### src/rtl/uart_cmd_pkg.sv
// Shared types and frame constants for the UART command slave.
package uart_cmd_pkg;

  localparam int DATA_BITS  = 8;
  localparam int FRAME_BITS = 10;

  typedef enum logic [1:0] {
    RX_IDLE,
    RX_START,
    RX_DATA,
    RX_STOP
  } rx_state_t;

  typedef enum logic {
    WAIT_HI,
    WAIT_LO
  } asm_state_t;

  typedef enum logic {
    TX_IDLE,
    TX_XMIT
  } tx_state_t;

endpackage

### src/rtl/uart_rx_core.sv
// 8N1 receiver: RX double-flop synchroniser, mid-bit sampling FSM, byte/framing-error pulses.
module uart_rx_core
  import uart_cmd_pkg::*;
#(
  parameter int BAUD_DIV = 109
) (
  input  logic       clk,
  input  logic       rst_n,
  input  logic       RX,
  output logic [7:0] rx_byte,
  output logic       byte_rdy,
  output logic       frm_err
);

  localparam int CNT_W = $clog2(BAUD_DIV);
  localparam logic [CNT_W-1:0] FULL_LAST = CNT_W'(BAUD_DIV - 1);
  localparam logic [CNT_W-1:0] HALF_LAST = CNT_W'(BAUD_DIV / 2 - 1);

  logic             sync1_q, sync2_q, prev_q;
  rx_state_t        state_q, state_d;
  logic [CNT_W-1:0] cnt_q, cnt_d;
  logic [2:0]       bit_q, bit_d;
  logic [7:0]       shift_q, shift_d;
  logic             byte_rdy_q, byte_rdy_d;
  logic             frm_err_q, frm_err_d;

  always_comb begin
    state_d    = state_q;
    cnt_d      = cnt_q + 1'b1;
    bit_d      = bit_q;
    shift_d    = shift_q;
    byte_rdy_d = 1'b0;
    frm_err_d  = 1'b0;
    case (state_q)
      RX_IDLE: begin
        cnt_d = '0;
        if (prev_q && !sync2_q) state_d = RX_START;
      end
      RX_START: begin
        // A start bit that is high again at mid-bit was only a glitch.
        if (cnt_q == HALF_LAST) begin
          cnt_d   = '0;
          bit_d   = '0;
          state_d = sync2_q ? RX_IDLE : RX_DATA;
        end
      end
      RX_DATA: begin
        if (cnt_q == FULL_LAST) begin
          cnt_d   = '0;
          shift_d = {sync2_q, shift_q[7:1]};
          if (bit_q == 3'(DATA_BITS - 1)) state_d = RX_STOP;
          else                            bit_d   = bit_q + 1'b1;
        end
      end
      RX_STOP: begin
        if (cnt_q == FULL_LAST) begin
          cnt_d   = '0;
          state_d = RX_IDLE;
          if (sync2_q) byte_rdy_d = 1'b1;
          else         frm_err_d  = 1'b1;
        end
      end
      default: state_d = RX_IDLE;
    endcase
  end

  always_ff @(posedge clk or negedge rst_n) begin
    if (!rst_n) begin
      sync1_q    <= 1'b1;
      sync2_q    <= 1'b1;
      prev_q     <= 1'b1;
      state_q    <= RX_IDLE;
      cnt_q      <= '0;
      bit_q      <= '0;
      shift_q    <= '0;
      byte_rdy_q <= 1'b0;
      frm_err_q  <= 1'b0;
    end else begin
      sync1_q    <= RX;
      sync2_q    <= sync1_q;
      prev_q     <= sync2_q;
      state_q    <= state_d;
      cnt_q      <= cnt_d;
      bit_q      <= bit_d;
      shift_q    <= shift_d;
      byte_rdy_q <= byte_rdy_d;
      frm_err_q  <= frm_err_d;
    end
  end

  assign rx_byte  = shift_q;
  assign byte_rdy = byte_rdy_q;
  assign frm_err  = frm_err_q;

endmodule

### src/rtl/uart_cmd_slave.sv
// Host command link slave: assembles two received bytes into a 16-bit command, sends response bytes.
// Optional inter-byte timeout enabled by defining CMD_TIMEOUT_EN.
module uart_cmd_slave
  import uart_cmd_pkg::*;
#(
  parameter int BAUD_DIV       = 109,
  parameter int TIMEOUT_CYCLES = 65536
) (
  input  logic        clk,
  input  logic        rst_n,
  input  logic        RX,
  output logic        TX,
  output logic [15:0] cmd,
  output logic        cmd_rdy,
  input  logic        clr_cmd_rdy,
  input  logic [7:0]  resp,
  input  logic        send_resp,
  output logic        resp_sent,
  output logic        tx_busy,
  output logic        frm_err
);

  localparam int CNT_W = $clog2(BAUD_DIV);
  localparam logic [CNT_W-1:0] FULL_LAST = CNT_W'(BAUD_DIV - 1);

  logic [7:0] rx_byte;
  logic       byte_rdy;

  uart_rx_core #(.BAUD_DIV(BAUD_DIV)) u_rx (
    .clk      (clk),
    .rst_n    (rst_n),
    .RX       (RX),
    .rx_byte  (rx_byte),
    .byte_rdy (byte_rdy),
    .frm_err  (frm_err)
  );

  asm_state_t  asm_q, asm_d;
  logic [7:0]  hi_q, hi_d;
  logic [15:0] cmd_q, cmd_d;
  logic        cmd_rdy_q, cmd_rdy_d;
`ifdef CMD_TIMEOUT_EN
  localparam int TO_W = $clog2(TIMEOUT_CYCLES + 1);
  localparam logic [TO_W-1:0] TO_LAST = TO_W'(TIMEOUT_CYCLES - 1);
  logic [TO_W-1:0] to_cnt_q, to_cnt_d;
`endif

  always_comb begin
    asm_d     = asm_q;
    hi_d      = hi_q;
    cmd_d     = cmd_q;
    cmd_rdy_d = clr_cmd_rdy ? 1'b0 : cmd_rdy_q;
`ifdef CMD_TIMEOUT_EN
    to_cnt_d  = (asm_q == WAIT_LO) ? to_cnt_q + 1'b1 : '0;
`endif
    case (asm_q)
      WAIT_HI: begin
        if (byte_rdy) begin
          hi_d      = rx_byte;
          cmd_rdy_d = 1'b0;
          asm_d     = WAIT_LO;
        end
      end
      WAIT_LO: begin
        // Completion overrides a simultaneous clear.
        if (byte_rdy) begin
          cmd_d     = {hi_q, rx_byte};
          cmd_rdy_d = 1'b1;
          asm_d     = WAIT_HI;
        end else if (frm_err) begin
          hi_d  = '0;
          asm_d = WAIT_HI;
        end
`ifdef CMD_TIMEOUT_EN
        else if (to_cnt_q == TO_LAST) begin
          hi_d  = '0;
          asm_d = WAIT_HI;
        end
`endif
      end
      default: asm_d = WAIT_HI;
    endcase
  end

  always_ff @(posedge clk or negedge rst_n) begin
    if (!rst_n) begin
      asm_q     <= WAIT_HI;
      hi_q      <= '0;
      cmd_q     <= '0;
      cmd_rdy_q <= 1'b0;
    end else begin
      asm_q     <= asm_d;
      hi_q      <= hi_d;
      cmd_q     <= cmd_d;
      cmd_rdy_q <= cmd_rdy_d;
    end
  end

`ifdef CMD_TIMEOUT_EN
  always_ff @(posedge clk or negedge rst_n) begin
    if (!rst_n) to_cnt_q <= '0;
    else        to_cnt_q <= to_cnt_d;
  end
`endif

  tx_state_t        tx_state_q, tx_state_d;
  logic [9:0]       tx_shift_q, tx_shift_d;
  logic [CNT_W-1:0] tx_cnt_q, tx_cnt_d;
  logic [3:0]       tx_bit_q, tx_bit_d;
  logic             tx_q, tx_d;
  logic             tx_busy_q, tx_busy_d;
  logic             resp_sent_q, resp_sent_d;

  always_comb begin
    tx_state_d  = tx_state_q;
    tx_shift_d  = tx_shift_q;
    tx_cnt_d    = tx_cnt_q;
    tx_bit_d    = tx_bit_q;
    tx_q_hold: begin end
    tx_d        = tx_q;
    tx_busy_d   = tx_busy_q;
    resp_sent_d = 1'b0;
    case (tx_state_q)
      TX_IDLE: begin
        tx_d = 1'b1;
        if (send_resp) begin
          tx_shift_d = {1'b1, resp, 1'b0};
          tx_d       = 1'b0;
          tx_cnt_d   = '0;
          tx_bit_d   = '0;
          tx_busy_d  = 1'b1;
          tx_state_d = TX_XMIT;
        end
      end
      TX_XMIT: begin
        // TX is registered: the next bit is taken from shift[1] as the current one expires.
        if (tx_cnt_q == FULL_LAST) begin
          tx_cnt_d = '0;
          if (tx_bit_q == 4'(FRAME_BITS - 1)) begin
            tx_d        = 1'b1;
            tx_busy_d   = 1'b0;
            resp_sent_d = 1'b1;
            tx_state_d  = TX_IDLE;
          end else begin
            tx_bit_d   = tx_bit_q + 1'b1;
            tx_shift_d = {1'b1, tx_shift_q[9:1]};
            tx_d       = tx_shift_q[1];
          end
        end else begin
          tx_cnt_d = tx_cnt_q + 1'b1;
        end
      end
      default: tx_state_d = TX_IDLE;
    endcase
  end

  always_ff @(posedge clk or negedge rst_n) begin
    if (!rst_n) begin
      tx_state_q  <= TX_IDLE;
      tx_shift_q  <= '1;
      tx_cnt_q    <= '0;
      tx_bit_q    <= '0;
      tx_q        <= 1'b1;
      tx_busy_q   <= 1'b0;
      resp_sent_q <= 1'b0;
    end else begin
      tx_state_q  <= tx_state_d;
      tx_shift_q  <= tx_shift_d;
      tx_cnt_q    <= tx_cnt_d;
      tx_bit_q    <= tx_bit_d;
      tx_q        <= tx_d;
      tx_busy_q   <= tx_busy_d;
      resp_sent_q <= resp_sent_d;
    end
  end

  assign TX        = tx_q;
  assign tx_busy   = tx_busy_q;
  assign resp_sent = resp_sent_q;
  assign cmd       = cmd_q;
  assign cmd_rdy   = cmd_rdy_q;

endmodule

### config.mk
export PLATFORM = sky130hd
export DESIGN_NAME = uart_cmd_slave
export DESIGN_NICKNAME = d
export VERILOG_FILES = /design/src/rtl/uart_cmd_pkg.sv /design/src/rtl/uart_rx_core.sv /design/src/rtl/uart_cmd_slave.sv
export SDC_FILE = /design/constraint.sdc
export NUM_CORES = 1
export LEC_CHECK = 0
export BUFFER_PORTS_ARGS = -buffer_cell sky130_fd_sc_hd__clkbuf_2
export CORE_MARGIN = 3
export CORE_UTILIZATION = 51
export CTS_CLUSTER_DIAMETER = 50
export CTS_CLUSTER_SIZE = 16
export DETAILED_ROUTE_END_ITERATION = 10
export PLACE_DENSITY = 0.7
export SYNTH_ARGS = -nofsm -noshare
export SYNTH_HDL_FRONTEND = slang
export SYNTH_SLANG_ARGS = --single-unit
### constraint.sdc
create_clock -name clk -period 2 [get_ports clk]
set_input_delay 0.4 -clock clk [delete_from_list [all_inputs] [get_ports clk]]
set_output_delay 0.4 -clock clk [all_outputs]
set_load 0.01 [all_outputs]
==> qor.yml <==
synth:
  synthAdderAreaFrac: 0.03799
  ys_seq_area_frac: 0.5669
  ys_warn_count: 0
  synth_top_family_by_area: "simple AND/OR/NAND/NOR gates"
  synth_nets: 289
  synth.mux.area_fraction: 0.09726
  synth-compound-area-share: 0.1265
  syn_avg_cell_area_um2: 12.38
  synthCells: 266
  ys_seq_elements: 74
  synth_area_mm2: 0.003293
  synth_xor_area_frac: 0.02128
  ys_types: 44
  synth-simple-area-share: 0.1280
critical_path:
  arrival_ns: 2.04
  rrSetupSlack_ns: 0.18
  crit_required_ns: 2.22
  path_class: "flop to flop"
  r2r-end: "u_rx.rx_byte[1]"
  rr_worst_depth: 7
  cp-end-kind: "flop"
  path_max_fanout: 8
  r2r_start: "u_rx.cnt_q[0]"
  worst_setup_path_start_kind: "flop"
timing:
  finalHoldViolCount: 0
  max-slew-margin-rel: 0.5145
  clock_skew_ns: 0.009804
  rsz0062_at_grt: "false"
  timing.final.crit_share: 0.9085
  drv_slew: 0
  setup_viol: 0
  worst_pin_slew_ns: 0.7206
  fmax_mhz: 550.3
  period_needed_ns: 1.817
  setup-tns-final_ns: 0
  setup_slack_ns: 0.1830
clocking:
  clkSinkCount: 74
  cts_buffer_depth: 2
  tritoncts: "yes"
  cts_max_level: 3
  clockRootBuffer: "clkbuf_8"
  path_clk_slew_ns: 0.08
  worst_skew_pair.late_latency_ns: 0.34
  cts_buffers: 9
  holdBufCountCts: 0
die:
  num_rows: 28
  die_area_mm2: 0.007457
  core_area_mm2: 0.006096
  dieWidth_um: 86.36
  die_h_um: 86.36
  initial_utilization: 0.5402
  pin_count: 34
global_routing:
  grt_overflow: 0
  grt_pass1_wl_um: 9908
  antenna_found_initial: 0
  grt_max_degree: 75
  first_global_vias: 2140
  grt_util_all_layers: 0.1679
placement:
  gp_congestion: 0.7432
  io_buffers: 33
  place_ws_ns: 0.09114
  dp_hpwl_um: 3931
  placedInstanceArea_mm2: 0.003578
  dp.cells: 371
drt:
  drtIter0Drc: 66
  viasPerCell: 5.546
  firstDrtPassIters: 5
  postRouteAntennaNets: 0
  drc: 0
  wirelength_um: 5651
  wl_per_cell_um: 14.56
  num_vias: 2152
finish:
  layout.nets: 331
  syn_to_final_growth_pct: 15.46
  drive_above_1_share: 0.3387
  antenna_cells: 0
  stdcell_area_mm2: 0.003802
  final_cells: 388
power_and_ir_drop:
  peakVddDrop_mv: 0.6348
  power.density_mw_per_mm2: 1071
  p_leak_uw: 0.001814
min_path:
  hp-class: "input pin to async pin"
status:
  outcome: "finished clean"
job:
  cap_violations: 0
[metrics by stage]
stage,hold slack [ns],util,power [uW]
2_1_floorplan,0.1044,-,2693
3_3_place_gp,0.3457,0.5870,2896
3_5_place_dp,0.3495,0.5870,2934
4_1_cts,0.08003,0.6205,4115
5_1_grt,0.09806,0.6238,4335
6_report,0.06177,0.6238,4072
[final cells by class]
| type | count | area [um^2] |
|---|---|---|
| clock buffers | 11 | 141.4 |
| clock inverters | 5 | 62.56 |
| fillers | 497 | 2293 |
| inverters | 9 | 33.78 |
| multi-input cells | 173 | 1354 |
| flip-flops and latches | 74 | 1867 |
| well taps | 75 | 93.84 |
| repair buffers | 41 | 250.2 |
[synth_stat cells]
master | count | area share
a211oi_1 | 2 | 0.0046
a21o_1 | 2 | 0.0046
a21oi_1 | 6 | 0.0091
a21oi_4 | 1 | 0.0049
a22o_1 | 10 | 0.027
a22oi_2 | 1 | 0.0038
a311oi_1 | 1 | 0.0027
and2_1 | 2 | 0.0038
and2_2 | 1 | 0.0023
and4b_1 | 1 | 0.0030
buf_1 | 1 | 0.0011
buf_2 | 1 | 0.0015
clkbuf_1 | 8 | 0.0091
dfrtp_1 | 62 | 0.47
dfstp_2 | 12 | 0.096
ha_1 | 10 | 0.038
inv_1 | 9 | 0.010
mux2_2 | 24 | 0.082
mux2i_1 | 5 | 0.015
nand2_1 | 13 | 0.015
nand2_2 | 1 | 0.0019
nand2b_1 | 4 | 0.0076
nand3_1 | 7 | 0.011
nand4_1 | 5 | 0.0095
nand4b_1 | 2 | 0.0053
nand4b_4 | 1 | 0.0072
nand4bb_1 | 1 | 0.0034
nor2_1 | 17 | 0.019
nor2b_1 | 4 | 0.0076
nor3_1 | 1 | 0.0015
nor3b_1 | 3 | 0.0068
nor3b_4 | 1 | 0.0057
o211ai_1 | 2 | 0.0046
o21a_1 | 3 | 0.0068
o21ai_0 | 11 | 0.017
o221a_2 | 7 | 0.024
o2bb2ai_1 | 3 | 0.0080
o31ai_1 | 1 | 0.0023
o32ai_1 | 3 | 0.0080
or2_2 | 1 | 0.0019
or3_1 | 7 | 0.013
or4_1 | 1 | 0.0023
xnor2_1 | 3 | 0.0080
xor2_1 | 5 | 0.013
[state kept, by name, indices dropped and copies added (netlist names), 3 cells and up, named ones only]
name	flops
hi_q	8
u_rx.cnt_q	7
u_rx.rx_byte	8
tx_cnt_q	7
cmd	16
tx_bit_q	4
tx_shift_q	8
u_rx.bit_q	3
[layer usage]
metal / vias to the layer above / GRT usage / wire (um)
li1: 1059 / - / -
met1: 1057 / 0.2253 / 2687
met2: 32 / 0.2608 / 2700
met3: 4 / 0.04183 / 213
met4: 0 / 0.07082 / 48
met5: - / 0 / 0
[critical path, cell delays in order (launching register included)]
cell and delay, ns:
dfrtp_1 0.44, inv_1 0.08, ha_1 0.14, and4b_1 0.23
nand2_2 0.10, nor3b_4 0.22, buf_12 0.15, mux2_2 0.33
[kinds of logic (layout without fill, tap and decap cells)]
logic type,after synthesis,count (layout)
flip-flops,74,74
XOR/XNOR,8,8
AO/OA/AOI/OAI,53,53
adder cells (fa/ha/maj),10,10
multiplexers,29,29
AND/OR/NAND/NOR,73,73
buffers and inverters,19,66
[cells in the final DEF, fill, tap and decap left out, drive strengths merged, types with 4 or more instances in the layout]
cell / netlist / layout
mux2: 24 / 24
nor3b: 4 / 4
mux2i: 5 / 5
or3: 7 / 7
nor2: 17 / 17
a21oi: 7 / 7
o21ai: 11 / 11
dfrtp: 62 / 62
dfstp: 12 / 12
buf: 2 / 9
o221a: 7 / 7
nand4: 5 / 5
nand2b: 4 / 4
xor2: 5 / 5
nand2: 14 / 14
clkbuf: 8 / 43
inv: 9 / 10
a22o: 10 / 10
nor2b: 4 / 4
nand3: 7 / 7
ha: 10 / 10
[worst max path at each step]
stage / endpoint / start / depth (start not counted) / slack [ns]
2_1_floorplan: u_rx.rx_byte[0] / u_rx.cnt_q[0] / 6 / 0.25
3_3_place_gp: u_rx.rx_byte[2] / u_rx.cnt_q[0] / 6 / 0.17
3_5_place_dp: u_rx.rx_byte[1] / u_rx.cnt_q[0] / 6 / 0.09
4_1_cts: u_rx.rx_byte[1] / u_rx.cnt_q[0] / 6 / 0.07
5_1_grt: u_rx.rx_byte[1] / u_rx.cnt_q[0] / 7 / 0.05
6_report: u_rx.rx_byte[1] / u_rx.cnt_q[0] / 7 / 0.18
[power by group]
part | switching [uW] | internal (uW)
Combinational | 388 | 419
Clock | 557 | 617
Sequential | 264 | 1830
[timing repair]
action,CTS,global route
setup buffers,0,1
gates resized for setup,0,0
endpoints found under the setup margin,0,8
No activity file was read; power rests on OpenSTA's default activity.
